===== src/rtl/kyber_cs_register_pkg.sv =====
// Shared constants for the Kyber control/status register bank:
// address map, controller state and mode encodings, widths, version word.
package kyber_cs_register_pkg;

   localparam int DW = 32;
   localparam int AW = 12;

   typedef logic [AW-1:0] addr_t;
   typedef logic [DW-1:0] word_t;

   localparam addr_t ADDR_START   = 12'd0;
   localparam addr_t ADDR_RESTART = 12'd1;
   localparam addr_t ADDR_MODE    = 12'd2;
   localparam addr_t ADDR_STATE   = 12'd3;
   localparam addr_t ADDR_CNT     = 12'd4;
   localparam addr_t ADDR_RDDATA  = 12'd5;
   localparam addr_t ADDR_WRDATA  = 12'd6;
   localparam addr_t ADDR_PK_OUT  = 12'd7;
   localparam addr_t ADDR_SK_OUT  = 12'd8;
   localparam addr_t ADDR_C_OUT   = 12'd9;
   localparam addr_t ADDR_M_OUT   = 12'd10;
   localparam addr_t ADDR_BUSY    = 12'd11;
   localparam addr_t ADDR_VERSION = 12'd12;
   localparam addr_t ADDR_SCRATCH = 12'd13;

   localparam word_t VERSION = 32'h4B59_0001;

   typedef enum logic [1:0] {
      ST_IDLE    = 2'd0,
      ST_LOAD    = 2'd1,
      ST_PROCESS = 2'd2,
      ST_OUTPUT  = 2'd3
   } state_e;

   typedef enum logic [1:0] {
      MODE_KEYGEN = 2'd0,
      MODE_ENCAPS = 2'd1,
      MODE_DECAPS = 2'd2,
      MODE_RSVD   = 2'd3
   } mode_e;

   // Replace only the byte lanes whose enable is set.
   function automatic word_t merge_bytes(
      input word_t      old_w,
      input word_t      new_w,
      input logic [3:0] lanes
   );
      word_t r;
      r = old_w;
      for (int i = 0; i < 4; i++) begin
         if (lanes[i]) r[8*i +: 8] = new_w[8*i +: 8];
      end
      return r;
   endfunction

endpackage


===== src/rtl/kyber_cs_register_if.sv =====
// Host BRAM-style bus: en/addr/we/wrdata toward the register bank,
// registered rddata back. master = host side, slave = register bank.
interface kyber_cs_register_if;
   import kyber_cs_register_pkg::*;

   logic       en;
   addr_t      addr;
   logic [3:0] we;
   word_t      wrdata;
   word_t      rddata;

   modport master (
      output en,
      output addr,
      output we,
      output wrdata,
      input  rddata
   );

   modport slave (
      input  en,
      input  addr,
      input  we,
      input  wrdata,
      output rddata
   );

endinterface


===== src/rtl/kyber_cs_register_pulse_gen.sv =====
// cs_pulse_gen: registered one-cycle strobe.
// Ports: clk, rst (sync, active-low), fire (qualified write), pulse.
module cs_pulse_gen (
   input  logic clk,
   input  logic rst,
   input  logic fire,
   output logic pulse
);

   logic pulse_q;
   logic pulse_d;

   // Follows fire each cycle, so it self-clears when no new write arrives.
   always_comb begin
      pulse_d = fire;
   end

   always_ff @(posedge clk) begin
      if (!rst) pulse_q <= 1'b0;
      else      pulse_q <= pulse_d;
   end

   assign pulse = pulse_q;

endmodule


===== src/rtl/kyber_cs_register.sv =====
// Kyber control/status register bank: host bus in, strobes/mode out.
// Ports: clk, rst (sync, active-low), bus (slave), core status in, strobes/mode out.
module kyber_cs_register
   import kyber_cs_register_pkg::*;
(
   input  logic                 clk,
   input  logic                 rst,
   kyber_cs_register_if.slave   bus,
   input  logic [1:0]           current_state,
   input  logic [9:0]           cnt,
   input  word_t                rddata_reg,
   input  word_t                wrdata_reg,
   input  word_t                pk_out_reg,
   input  word_t                sk_out_reg,
   input  word_t                c_out_reg,
   input  word_t                m_out_reg,
   output logic                 start_pulse,
   output logic                 restart_pulse,
   output logic [1:0]           mode
);

   logic       wr_acc;
   logic       rd_acc;
   logic       start_fire;
   logic       restart_fire;

   logic [1:0] mode_q;
   logic [1:0] mode_d;
   word_t      scratch_q;
   word_t      scratch_d;
   word_t      rddata_q;
   word_t      rddata_d;
   word_t      rd_mux;

   assign wr_acc = bus.en && (bus.we != 4'b0000);
   assign rd_acc = bus.en && (bus.we == 4'b0000);

   // Strobe needs lane 0 enabled and a 1 in bit 0.
   assign start_fire = wr_acc
                    && (bus.addr == ADDR_START)
                    && bus.we[0]
                    && bus.wrdata[0];

   assign restart_fire = wr_acc
                      && (bus.addr == ADDR_RESTART)
                      && bus.we[0]
                      && bus.wrdata[0];

   cs_pulse_gen u_start (
      .clk   (clk),
      .rst   (rst),
      .fire  (start_fire),
      .pulse (start_pulse)
   );

   cs_pulse_gen u_restart (
      .clk   (clk),
      .rst   (rst),
      .fire  (restart_fire),
      .pulse (restart_pulse)
   );

   always_comb begin
      mode_d = mode_q;
      if (wr_acc && (bus.addr == ADDR_MODE) && bus.we[0]) begin
         mode_d = bus.wrdata[1:0];
      end
   end

   always_comb begin
      scratch_d = scratch_q;
      if (wr_acc && (bus.addr == ADDR_SCRATCH)) begin
         scratch_d = merge_bytes(scratch_q, bus.wrdata, bus.we);
      end
   end

   always_comb begin
      rd_mux = '0;
      unique case (bus.addr)
         ADDR_MODE:    rd_mux = {30'b0, mode_q};
         ADDR_STATE:   rd_mux = {30'b0, current_state};
         ADDR_CNT:     rd_mux = {22'b0, cnt};
         ADDR_RDDATA:  rd_mux = rddata_reg;
         ADDR_WRDATA:  rd_mux = wrdata_reg;
         ADDR_PK_OUT:  rd_mux = pk_out_reg;
         ADDR_SK_OUT:  rd_mux = sk_out_reg;
         ADDR_C_OUT:   rd_mux = c_out_reg;
         ADDR_M_OUT:   rd_mux = m_out_reg;
         ADDR_BUSY:    rd_mux = {31'b0, current_state != ST_IDLE};
         ADDR_VERSION: rd_mux = VERSION;
         ADDR_SCRATCH: rd_mux = scratch_q;
         default:      rd_mux = '0;
      endcase
   end

   // Output register only reloads on reads; writes leave it untouched.
   always_comb begin
      rddata_d = rddata_q;
      if (rd_acc) rddata_d = rd_mux;
   end

   always_ff @(posedge clk) begin
      if (!rst) begin
         mode_q    <= 2'b00;
         scratch_q <= '0;
         rddata_q  <= '0;
      end else begin
         mode_q    <= mode_d;
         scratch_q <= scratch_d;
         rddata_q  <= rddata_d;
      end
   end

   assign mode       = mode_q;
   assign bus.rddata = rddata_q;

endmodule


===== src/flat_wrapper.sv =====
// flat-port wrapper written by rule: the top's interface ports become plain ports
module kyber_cs_register_flat import kyber_cs_register_pkg::*;
  (clk, rst, current_state, cnt, rddata_reg, wrdata_reg, pk_out_reg, sk_out_reg, c_out_reg, m_out_reg, start_pulse, restart_pulse, mode, bus_en, bus_addr, bus_we, bus_wrdata, bus_rddata);
  kyber_cs_register_if bus_i ();
  input  logic clk;
  input  logic rst;
  input  logic [1:0] current_state;
  input  logic [9:0] cnt;
  input  word_t rddata_reg;
  input  word_t wrdata_reg;
  input  word_t pk_out_reg;
  input  word_t sk_out_reg;
  input  word_t c_out_reg;
  input  word_t m_out_reg;
  output logic start_pulse;
  output logic restart_pulse;
  output logic [1:0] mode;
  input wire logic [$bits(bus_i.en)-1:0] bus_en;
  input wire logic [$bits(bus_i.addr)-1:0] bus_addr;
  input wire logic [$bits(bus_i.we)-1:0] bus_we;
  input wire logic [$bits(bus_i.wrdata)-1:0] bus_wrdata;
  output wire logic [$bits(bus_i.rddata)-1:0] bus_rddata;
  assign bus_i.en = bus_en;
  assign bus_i.addr = bus_addr;
  assign bus_i.we = bus_we;
  assign bus_i.wrdata = bus_wrdata;
  assign bus_rddata = bus_i.rddata;
  kyber_cs_register u_core (.clk(clk), .rst(rst), .bus(bus_i), .current_state(current_state), .cnt(cnt), .rddata_reg(rddata_reg), .wrdata_reg(wrdata_reg), .pk_out_reg(pk_out_reg), .sk_out_reg(sk_out_reg), .c_out_reg(c_out_reg), .m_out_reg(m_out_reg), .start_pulse(start_pulse), .restart_pulse(restart_pulse), .mode(mode));
endmodule

===== config.mk =====
export PLATFORM = sky130hd
export DESIGN_NAME = kyber_cs_register_flat
export DESIGN_NICKNAME = d
export VERILOG_FILES = /design/src/rtl/kyber_cs_register_pkg.sv /design/src/rtl/kyber_cs_register_if.sv /design/src/rtl/kyber_cs_register_pulse_gen.sv /design/src/rtl/kyber_cs_register.sv /design/src/flat_wrapper.sv
export SDC_FILE = /design/constraint.sdc
export NUM_CORES = 1
export LEC_CHECK = 0
export ABC_CLOCK_PERIOD_IN_PS = 3100
export BUFFER_PORTS_ARGS = -buffer_cell sky130_fd_sc_hd__buf_2
export CORE_AREA = 2 2 112 114
export CTS_CLUSTER_SIZE = 30
export DETAILED_ROUTE_END_ITERATION = 12
export DIE_AREA = 0 0 114 116
export PLACE_DENSITY = 0.72
export SLEW_MARGIN = 20
export SYNTH_ARGS = -nofsm -noshare
export SYNTH_HDL_FRONTEND = slang
export SYNTH_SLANG_ARGS = --single-unit

===== constraint.sdc =====
create_clock -name clk -period 3.1 [get_ports clk]
set_clock_uncertainty 0.2 [all_clocks]
set_input_delay 0.62 -clock clk [delete_from_list [all_inputs] [get_ports clk]]
set_output_delay 0.62 -clock clk [all_outputs]
set_load 0.005 [all_outputs]

==> impl_metrics.py <==
metrics = {
    "timing": {
        "fin_crit_sh": 0.8175,
        "hold_viol": 0,
        "max_freq_mhz": 394.6,
        "setup_viol": 0,
        "setup_ws_ps": 565.8,
        "tns_ps": 0,
        "rsz0062_at_grt": "no",
        "max-slew-margin-rel": 0.4582,
        "drv_slew": 0,
        "max_slew.worst_pin.slew_ps": 809.0,
        "min_period_ps": 2534,
    },
    "setup_path": {
        "r2r-end": "u_core.bus.rddata[1]$_SDFFE_PN0P_",
        "cp-end-kind": "flop",
        "crit_arrival_ps": 2590,
        "crit_type": "in -> reg",
        "cp_max_fo": 22,
        "critPathLaunchType": "input pin",
        "r2r_slack_ps": 1400,
        "crit_required_ps": 3160,
        "rr_startpoint": "u_core.scratch_q[1]$_SDFFE_PN0P_",
        "ff2ff_path_depth": 4,
    },
    "detailed_routing": {
        "drc_errors": 0,
        "drt_iter0_markers": 516,
        "drt-total-wl_um": 20090,
        "wl_per_cell_um": 20.80,
        "first_pass_iters": 5,
        "num_vias": 5407,
        "ant_nets": 0,
        "via_per_inst": 5.597,
    },
    "worst_hold_path": {
        "hold_path_end": "u_core.bus.rddata[14]$_SDFFE_PN0P_",
        "hold_depth": 2,
        "hold_path.class": "reg -> reg",
        "min-delay-start": "u_core.bus.rddata[14]$_SDFFE_PN0P_",
    },
    "clock_network": {
        "cts.root.buffer_cell": "clkbuf_16",
        "cts_setup_buffers": 0,
        "cts_hold_buffers": 0,
        "cts_buffers": 9,
        "cts_resized": 0,
        "htree_levels": 3,
        "cts_buffer_depth": 2,
        "cts_sinks": 68,
        "clk_latency_ps": 330,
        "cts.reportedPaths.clkPinSlew_ps": 50,
        "cts_tree": "built",
    },
    "grt": {
        "grt_usage": 0.2903,
        "met1_usage": 0.3620,
        "grt_pass1_vias": 5114,
        "grt-ovfl-total": 0,
        "antenna_found_initial": 4,
        "grtUsageMet2": 0.4817,
        "top_usage_layer": "met2",
        "grt_pass1_wl_um": 28860,
        "grt_max_degree": 37,
        "use_met3": 0.09414,
    },
    "floorplan": {
        "initial_core_util": 0.3761,
        "rows": 40,
        "io_pins": 291,
        "core_sq_um": 11910,
        "die_area_sq_um": 13220,
        "fp.dieW_um": 114,
        "fp.dieH_um": 116,
    },
    "synthesis": {
        "synth.distinct_cells": 53,
        "synth_seq_cells": 68,
        "synth_warnings": 0,
        "synth-async-reset-ratio": 0,
        "synth_cells": 530,
        "synth_area_sq_um": 4479,
        "syn_nets": 785,
        "synth_area_per_cell_sq_um": 8.452,
        "yosys_most_used_dff": "dfxtp_1",
        "synth_edf_count": 0,
        "seq_area_frac_synth": 0.3039,
    },
    "final_layout": {
        "layout_common_cells": "buf_2 (290), dfxtp_1 (68), mux2i_1 (63)",
        "synthToLayoutAreaGrowth_pct": 42.77,
        "fillCellCount": 1175,
        "final_common_cell": "buf_2",
        "drive_gt1_frac": 0.4321,
        "nNetsFinal": 1067,
    },
    "power": {
        "p_int_mw": 1.669,
        "switching_share": 0.2653,
        "p_clk_frac": 0.406,
        "p_switching_mw": 0.6027,
        "power_frac_seq": 0.385,
        "pwr-share-comb": 0.209,
        "p_leak_nw": 3.194,
        "power_density_nw_per_um2": 355.2,
        "peakVddDrop_v": 0.0002318,
    },
    "placement": {
        "place_hpwl_um": 16080,
        "gp_congestion": 0.8944,
        "io_buffers": 290,
        "place_ws_ps": 300.6,
    },
    "outcome": {
        "status": "finished, final reports clean",
    },
    "run": {
        "maxCapViolations": 0,
    },
}
-- worst max-delay path by stage --
stage	startpoint	endpoint	slack, ps	cells past startpoint
floorplan	bus_en	u_core.bus.rddata[13]$_SDFFE_PN0P_	730	7
global placement	bus_addr[0]	u_core.bus.rddata[22]$_SDFFE_PN0P_	320	7
detailed placement	bus_addr[0]	u_core.bus.rddata[19]$_SDFFE_PN0P_	300	7
CTS	bus_addr[0]	u_core.bus.rddata[22]$_SDFFE_PN0P_	630	7
global route	bus_addr[0]	u_core.bus.rddata[19]$_SDFFE_PN0P_	380	7
finish	bus_addr[0]	u_core.bus.rddata[22]$_SDFFE_PN0P_	570	7
-- per-layer routing --
layer,routed length [um],vias to the layer above,part of all wire
li1,-,2583,-
met1,8169,2489,0.41
met2,9394,297,0.47
met3,2174,34,0.11
met4,326,4,0.016
met5,23,-,0.0011
-- synth_stat cells, types with 2 or more instances --
library cell,instances,area (sq um)
nand2b_1,10,62.56
o221ai_1,4,35.03
a32oi_1,5,43.79
o22ai_1,11,68.82
nor2_1,24,90.09
buf_4,2,15.01
a22oi_1,39,292.8
a2111oi_0,3,26.28
mux2_2,7,78.83
nand3_1,14,70.07
a211oi_1,5,37.54
nor3_1,7,35.03
nor2b_1,45,281.5
o211ai_1,3,22.52
a32o_1,9,90.09
o21ai_0,27,135.1
o32ai_1,4,35.03
nand2_1,48,180.2
or3b_2,2,17.52
and3_1,6,37.54
dfxtp_1,68,1361
clkbuf_1,23,86.33
a222oi_1,3,30.03
a21oi_1,5,25.02
and2_1,3,18.77
nor4_1,2,12.51
a22o_1,17,148.9
mux2i_1,63,630.6
and3b_1,2,17.52
a221o_1,5,50.05
nor3b_1,2,15.01
buf_2,21,105.1
o21ai_1,9,45.04
a221oi_1,8,70.07
nand4_2,4,50.05
clkbuf_2,3,15.01
-- through the flow --
| step | power, mW | cell area (sq um) | instances | hold WS [ps] | util |
|---|---|---|---|---|---|
| after floorplan | 1.108 | 4479 | 530 | 246.0 | - |
| after global placement | 1.362 | 6126 | 948 | 229.4 | 0.5143 |
| after detailed placement | 1.362 | 6126 | 948 | 238.9 | 0.5143 |
| after CTS | 2.281 | 6390 | 964 | 245.8 | 0.5365 |
| after global routing | 2.358 | 6395 | 966 | 267.5 | 0.5369 |
| final | 2.272 | 6395 | 966 | 246.2 | 0.5369 |
-- cell type report --
cell class,count,area [sq um],area share
multi-input cells,410,2885,0.4512
clock buffers,14,254.0,0.03972
inverters,1,3.754,0.0005870
flip-flops and latches,68,1361,0.2129
well taps,147,183.9,0.02876
diodes,2,5.005,0.0007826
repair buffers,322,1692,0.2645
clock inverters,2,10.01,0.001565
-- power groups by stage --
stage          Clock (mW)  Sequential [mW]  Combinational (mW)
3_5_place_dp            0            0.893               0.469
4_1_cts             0.935            0.874               0.471
3_3_place_gp            0            0.893               0.469
2_1_floorplan           0            0.893               0.215
5_1_grt             0.973            0.874               0.512
6_report            0.922            0.874               0.475
-- critical path, cell delays in order --
cell	delay [ps]
buf_2	390
buf_4	240
nor2b_1	490
a22oi_1	200
o22ai_1	370
a22oi_1	110
o21ai_0	150
-- kinds of logic after synthesis --
| kind of cell | Yosys count | share of synthesized area |
|---|---|---|
| DFF | 68 | 0.3039 |
| muxes | 70 | 0.1584 |
| AOI/OAI and AO/OA | 162 | 0.2676 |
| and+or+nand+nor | 178 | 0.2165 |
| buffers and inverters | 52 | 0.05363 |
No activity file was read; power rests on OpenSTA's default activity.
